File: src/rtl/traffic_pkg.sv
// Shared state encoding, lamp patterns and lamp decode for the intersection controller.
package traffic_pkg;

    localparam int unsigned STATE_W = 3;
    localparam int unsigned LAMP_W  = 3;

    typedef enum logic [STATE_W-1:0] {
        MG  = 3'd0,
        MY  = 3'd1,
        AR1 = 3'd2,
        SG  = 3'd3,
        SY  = 3'd4,
        AR2 = 3'd5,
        FL  = 3'd6
    } state_e;

    localparam logic [LAMP_W-1:0] L_G = 3'b100;
    localparam logic [LAMP_W-1:0] L_Y = 3'b010;
    localparam logic [LAMP_W-1:0] L_R = 3'b001;

    // Lamp pattern {main, side} for a state; f is the flash phase in FL.
    function automatic logic [2*LAMP_W-1:0] lamps(input state_e s, input logic f);
        logic [2*LAMP_W-1:0] l;
        case (s)
            MG:      l = {L_G, L_R};
            MY:      l = {L_Y, L_R};
            SG:      l = {L_R, L_G};
            SY:      l = {L_R, L_Y};
            FL:      l = {1'b0, f, 1'b0, 2'b00, f};
            default: l = {L_R, L_R};
        endcase
        return l;
    endfunction

endpackage

File: src/rtl/phase_timer.sv
// Saturating phase timer; cleared synchronously on reset or clr.
module phase_timer #(
    parameter int unsigned TW = 4
) (
    input  logic          clk,
    input  logic          rst,
    input  logic          clr,
    output logic [TW-1:0] count
);

    logic [TW-1:0] count_q;
    logic [TW-1:0] count_d;

    always_comb begin
        count_d = count_q;
        if (clr) begin
            count_d = '0;
        end else if (count_q != {TW{1'b1}}) begin
            count_d = count_q + TW'(1);
        end
    end

    always_ff @(posedge clk) begin
        if (rst) begin
            count_q <= '0;
        end else begin
            count_q <= count_d;
        end
    end

    assign count = count_q;

endmodule

File: src/rtl/traffic_light_ctrl.sv
// Two-road intersection controller with all-red clearance, pedestrian walk and night flash.
module traffic_light_ctrl
    import traffic_pkg::*;
#(
    parameter int unsigned TW           = 4,
    parameter int unsigned MIN_MAIN_GRN = 4,
    parameter int unsigned SIDE_GRN     = 3,
    parameter int unsigned MAX_SIDE_GRN = 6,
    parameter int unsigned YEL          = 2,
    parameter int unsigned ALLRED       = 1,
    parameter int unsigned FLASH_HALF   = 2
) (
    input  logic                 clk,
    input  logic                 rst,
    input  logic                 carew,
    input  logic                 ped_req,
    input  logic                 flash_en,
    output logic [2*LAMP_W-1:0]  lights,
    output logic                 walk,
    output logic [STATE_W-1:0]   state
);

    localparam logic [TW-1:0] T_MG    = TW'(MIN_MAIN_GRN - 1);
    localparam logic [TW-1:0] T_SG    = TW'(SIDE_GRN - 1);
    localparam logic [TW-1:0] T_SGMAX = TW'(MAX_SIDE_GRN - 1);
    localparam logic [TW-1:0] T_YEL   = TW'(YEL - 1);
    localparam logic [TW-1:0] T_AR    = TW'(ALLRED - 1);
    localparam logic [TW-1:0] T_FH    = TW'(FLASH_HALF - 1);

    state_e              state_q, state_d;
    logic                ped_pend_q, ped_pend_d;
    logic                flash_q, flash_d;
    logic [TW-1:0]       flash_cnt_q, flash_cnt_d;
    logic [2*LAMP_W-1:0] lights_q, lights_d;
    logic                walk_q, walk_d;
    logic                timer_clr;
    logic [TW-1:0]       timer;

    phase_timer #(.TW(TW)) u_timer (
        .clk   (clk),
        .rst   (rst),
        .clr   (timer_clr),
        .count (timer)
    );

    always_comb begin
        state_d     = state_q;
        ped_pend_d  = ped_pend_q | ped_req;
        flash_d     = flash_q;
        flash_cnt_d = flash_cnt_q;
        lights_d    = lights_q;
        walk_d      = 1'b0;
        timer_clr   = 1'b0;

        case (state_q)
            MG:  if (timer >= T_MG && (carew || ped_pend_q || flash_en)) state_d = MY;
            MY:  if (timer == T_YEL) state_d = AR1;
            AR1: if (timer == T_AR)  state_d = flash_en ? FL : SG;
            SG:  if (timer >= T_SG && (!carew || timer == T_SGMAX)) state_d = SY;
            SY:  if (timer == T_YEL) state_d = AR2;
            AR2: if (timer == T_AR)  state_d = flash_en ? FL : MG;
            FL:  if (!flash_en) state_d = AR2;
            default: state_d = MG;
        endcase

        timer_clr = (state_d != state_q);

        // Entering SG or FL serves any pending request, including one arriving this edge.
        if (timer_clr && (state_d == SG || state_d == FL)) begin
            ped_pend_d = 1'b0;
        end

        if (state_d == FL) begin
            if (state_q != FL) begin
                flash_d     = 1'b1;
                flash_cnt_d = '0;
            end else if (flash_cnt_q == T_FH) begin
                flash_d     = ~flash_q;
                flash_cnt_d = '0;
            end else begin
                flash_cnt_d = flash_cnt_q + TW'(1);
            end
        end

        lights_d = lamps(state_d, flash_d);
        walk_d   = (state_d == SG);
    end

    always_ff @(posedge clk) begin
        if (rst) begin
            state_q     <= MG;
            ped_pend_q  <= 1'b0;
            flash_q     <= 1'b0;
            flash_cnt_q <= '0;
            lights_q    <= {L_G, L_R};
            walk_q      <= 1'b0;
        end else begin
            state_q     <= state_d;
            ped_pend_q  <= ped_pend_d;
            flash_q     <= flash_d;
            flash_cnt_q <= flash_cnt_d;
            lights_q    <= lights_d;
            walk_q      <= walk_d;
        end
    end

    assign lights = lights_q;
    assign walk   = walk_q;
    assign state  = state_q;

endmodule

File: config.mk
export PLATFORM = sky130hd
export DESIGN_NAME = traffic_light_ctrl
export DESIGN_NICKNAME = d
export VERILOG_FILES = /design/src/rtl/traffic_pkg.sv /design/src/rtl/phase_timer.sv /design/src/rtl/traffic_light_ctrl.sv
export SDC_FILE = /design/constraint.sdc
export NUM_CORES = 1
export LEC_CHECK = 0
export BUFFER_PORTS_ARGS = -buffer_cell sky130_fd_sc_hd__buf_4
export CAP_MARGIN = 20
export CORE_UTILIZATION = 61
export CTS_CLUSTER_DIAMETER = 100
export CTS_CLUSTER_SIZE = 8
export DETAILED_ROUTE_END_ITERATION = 8
export PLACE_DENSITY = 0.81
export SYNTH_ARGS = -nofsm -noshare
export SYNTH_HDL_FRONTEND = slang
export SYNTH_SLANG_ARGS = --single-unit
File: constraint.sdc
create_clock -name clk -period 4.1 [get_ports clk]
set_input_delay 0.205 -clock clk [delete_from_list [all_inputs] [get_ports clk]]
set_output_delay 0.205 -clock clk [all_outputs]
set_load 0.005 [all_outputs]
After elaboration in Yosys (flattened, before gate mapping)
Cells that the tools add are included.

Input port bits: 5. Logic and storage cells: 58. Register bits after elaboration: 20.

Reduce and logical (&&, ||, !) cells: 13. Eq/ne operators: 16. Add/sub/neg operators: 2. Bitwise operators: 2. Multiplexer cells: 16. Magnitude comparators: 2.

Operators by type and width (number): $pmux 6 s5 (1); $mux 3 (9); $pmux 3 s7 (1); $eq 3x3->1 const B (5); $eq 3x2->1 const B (3); $add 4x1->4 const B (2); $eq 4x1->1 const B (2); $ge 4x2->1 const B (2); $mux 4 (2); $eq 3x1->1 const B (2); $logic_not 3->1 (2); $eq 4x3->1 const B (1); $logic_not 4->1 (1); $logic_or 1x1->1 (4); $ne 4x4->1 const B (1); $reduce_or 2->1 (2); $logic_and 1x1->1 (3); $mux 1 (3); $ne 3x3->1 (1); $ne 3x3->1 const B (1); $logic_not 1->1 (1); $not 1->1 (1); $or 1x1->1 (1).

Longest topological paths before layout
Depth in word-level cells: 9. Depth in mapped cells: 9. Mapped depth without buffers: 8.

Hierarchy
A second synthesis with hierarchy kept.

Cell total of the unflattened synthesis: 134. Area total of the unflattened synthesis: 1164.9 um^2.

By module, submodules not included: traffic_light_ctrl (area each 964.7 um^2, cells each 115, seq. area each 320.3 um^2, times used 1); phase_timer (area each 200.2 um^2, cells each 19, seq. area each 80.1 um^2, times used 1).

Worst setup path after synthesis
OpenSTA, ideal clock, no wires.

Path type: reg2reg. From: reg u_timer.count_q[0] (netlist: u_timer.count[0]). To: reg flash_cnt_q[2]. Setup slack: 2.053 ns. Arrival time: 1.930 ns. Period minus slack after synthesis: 2.047 ns. Required time: 3.983 ns. Library setup time: 0.117 ns. Stages on the path, launching flop included: 8. Path buffers: 0. Cell sequence: dfxtp_1 inv_1 ha_1 or4b_4 a221o_1 a21oi_4 nor2_4 a32o_1.

Longest elaborated chain between the ends: 6. Elaborated cells on any way between the ends: 16. Classes of those cells: order compare: 2; eq/ne: 3; mux: 7; reduce/logical: 4.

Ends and longest elaborated chain: start, declared (line phase_timer.sv:11) `logic [TW-1:0] count_q;`; start signal, assigned (line phase_timer.sv:27) `count_q <= count_d;`; branches (longest 4 deep; another with $ge 4x2->1); $pmux 3 s7 (*) (line traffic_light_ctrl.sv:55) `case (state_q)`; $eq 3x3->1 (*) (line traffic_light_ctrl.sv:73) `if (state_d == FL) begin`; end signal, assigned (line traffic_light_ctrl.sv:101) `flash_cnt_q <= flash_cnt_d;`; end, declared (line traffic_light_ctrl.sv:33) `logic [TW-1:0] flash_cnt_q, flash_cnt_d;`.

Every way passes the cells marked *. A chain may end at the register's enable or synchronous reset.

Final worst setup path
Same ends and word-level chain as after synthesis.

==> out/qor.yml <==
outcome: "completed"
antenna_found_initial: 0
slowest_stage: "dfxtp_1"
required_ns: 4.29
final-hold-violation-count: 0
max-clock-path-buffers: 2
core-area_sq_mm: 0.00180
clk_pin_slew_worst_paths_ns: 0.10
ys_ff_latch: 20
syn_nets: 152
ctsResizeCount: 0
ir_drop_mv: 0.357
synthesis.instances: 141
pwr-share-clk_pct: 15.6
num_antenna_cells: 0
clkLatencyLatePin_ns: 0.29
gr-total-overflow: 0
row_count: 15
layout.nets: 162
rsz0062_at_grt: "false"
worst-path-buf-inv: 1
synth_seq_area_share_pct: 32.5
post-place-cells: 171
max_cap_violations: 0
power_switching_mw: 0.268
finalCriticalPeriod_ns: 2.35
final_core_util_pct: 75.4
fin_ws_ns: 1.75
io_buffers: 14
layout_common_cells: "dfxtp_1, buf_4, nor2_1"
final_common_cell: "dfxtp_1"
fmax_ghz: 0.425
path_max_fanout: 10
post_cts_buffers: 0
initial_core_util_pct: 68.4
min_path_type: "in -> reg"
clock_sinks: 20
synthDistinctLibCells: 49
cp-end-kind: "register"
pwr-share-comb_pct: 44.4
p_leak_nw: 0.508
worst_path_largest_cell_delay_ns: 0.44
setup_violations: 0
drc_errors: 0
internal_power_mw: 0.425
grt_usage_pct: 26.0
design.die.area_sq_mm: 0.00220
hold_ws_ns: 0.223
pre_cts_ws_ns: 1.78
crit_family: "compound AO/OA/AOI/OAI gates"
die_x_microns: 47.0
vias: 1098
via_per_inst: 6.27
syn_area_sq_mm: 0.00123
syn_avg_cell_area_sq_um: 8.74
htreeDepth: 1
final-instance-count-excl-fill: 175
grt_max_degree: 22
io_pins: 15
crit_type: "reg -> reg"
antenna_left: 0
cp_cell_sequence: "inv_1 > ha_1 > nor4_1 > a211oi_2 > o2111a_1 > nor2_4 > o21ai_2 > a32o_1"
cts_hold_buf: 0
areaGrowthSynthToFinish_pct: 10.3
seq_power_share_pct: 40.0
gp_congestion: 0.885
fin_skew_ns: 0.000615
wl_per_cell_microns: 14.3
cts_tree: "done"
swShare_pct: 38.7
slew_violations: 0
die_y_microns: 47.0
drt_wl_total_mm: 2.49
cts_root_buffer: "clkbuf_4"
critPathArrivalTime_ns: 2.54
powerDensity_mw_per_mm2: 510
max_slew_margin_pct: 63.9
first_pass_iters: 4
yosysWarnings: 0
cts_made_buffers: 3
dp_hpwl_mm: 1.84
grt_pass1_wl_mm: 4.17
first_global_vias: 960
final.setup.tns_ns: 0
worst_pin_slew_ns: 0.541
drt_iter0_drc: 27
post-route-period-util_pct: 57.3
cp-start-kind: "register"
drive_gt1_share_pct: 22.0
[Yosys cell counts (all sizes together)]
cell type / count / area (sq um)
o211ai: 2 / 15.0
or2: 1 / 6.26
and3: 2 / 13.8
nand2: 6 / 22.5
nand4b: 1 / 8.76
ha: 6 / 75.1
a221o: 1 / 10.0
or3: 1 / 6.26
nand3: 7 / 35.0
nor4: 6 / 37.5
and4bb: 1 / 12.5
mux2i: 4 / 40.0
a221oi: 2 / 17.5
nor2: 11 / 48.8
o22a: 1 / 8.76
buf: 6 / 35.0
a21oi: 7 / 50.1
o21ai: 8 / 43.8
nand3b: 3 / 22.5
inv: 6 / 22.5
o31ai: 1 / 7.51
or4b: 1 / 13.8
a211oi: 1 / 12.5
o41ai: 1 / 8.76
and2b: 1 / 8.76
o311ai: 1 / 8.76
a31o: 2 / 17.5
o21bai: 1 / 7.51
xnor2: 3 / 26.3
nor3: 4 / 20.0
nor4b: 1 / 8.76
nor3b: 4 / 35.0
clkbuf: 3 / 11.3
o2111a: 1 / 11.3
o32a: 1 / 11.3
nor2b: 7 / 43.8
a32o: 1 / 10.0
a31oi: 2 / 18.8
dfxtp: 20 / 400
nand2b: 3 / 18.8
[cells by family after synthesis]
| family | count (synthesis) | share of synthesized area, % |
|---|---|---|
| DFF | 20 | 32.5 |
| AOI/OAI and AO/OA | 33 | 21.0 |
| adders and majority gates | 6 | 6.09 |
| buffers and inverters | 15 | 5.58 |
| xor gates and xnor gates | 3 | 2.13 |
| muxes | 4 | 3.25 |
| and+or+nand+nor | 60 | 29.4 |
[per-stage QoR]
step	area [sq um]	power, mW
5_1_grt	1360	0.745
3_3_place_gp	1320	0.575
3_5_place_dp	1320	0.586
2_1_floorplan	1230	0.508
6_report	1360	0.693
4_1_cts	1360	0.694
[layout make-up]
class                           instances  area (sq um)
Multi-Input combinational cell        106           763
Clock buffer                            4          36.3
Timing Repair Buffer                   14           105
Inverter                                6          22.5
Tap cell                               25          31.3
Sequential cell                        20           400
Fill cell                             151           443
[power groups by stage]
stage               logic, mW  clock network [mW]  registers, mW
global route            0.343               0.119          0.284
detailed placement      0.305                   0          0.281
floorplan               0.249                   0          0.259
global placement        0.297                   0          0.278
CTS                     0.307               0.111          0.276
finish                  0.307               0.108          0.277
[sequential cells by signal, indices dropped and copies added, names as in the netlist]
| signal | count |
|---|---|
| lights | 6 |
| ped_pend_q | 1 |
| walk | 1 |
| state | 3 |
| flash_q | 1 |
| flash_cnt_q | 4 |
| u_timer.count | 4 |
[per-layer routing]
metal | GRT usage (%) | routed length [microns] | share of wire (%)
met1 | 35.4 | 1120 | 45
met2 | 44.2 | 1250 | 50
met3 | 5.00 | 118 | 4.7
met4 | 3.43 | 6 | 0.24
met5 | 0 | 0 | 0
[path summary, 6_finish.rpt]
path	startpoint	to	cells after the start	slack, ns
hold / removal	rst	flash_cnt_q[0]$_SDFFE_PP0N_	2	0.22
setup / recovery	u_timer.count[0]$_SDFFE_PP0P_	flash_cnt_q[2]$_SDFFE_PP0N_	8	1.75
setup reg to reg	u_timer.count[0]$_SDFFE_PP0P_	flash_cnt_q[2]$_SDFFE_PP0N_	8	1.75
hold reg to reg	flash_cnt_q[3]$_SDFFE_PP0N_	flash_cnt_q[3]$_SDFFE_PP0N_	2	0.52
No activity file was read; power rests on OpenSTA's default activity.
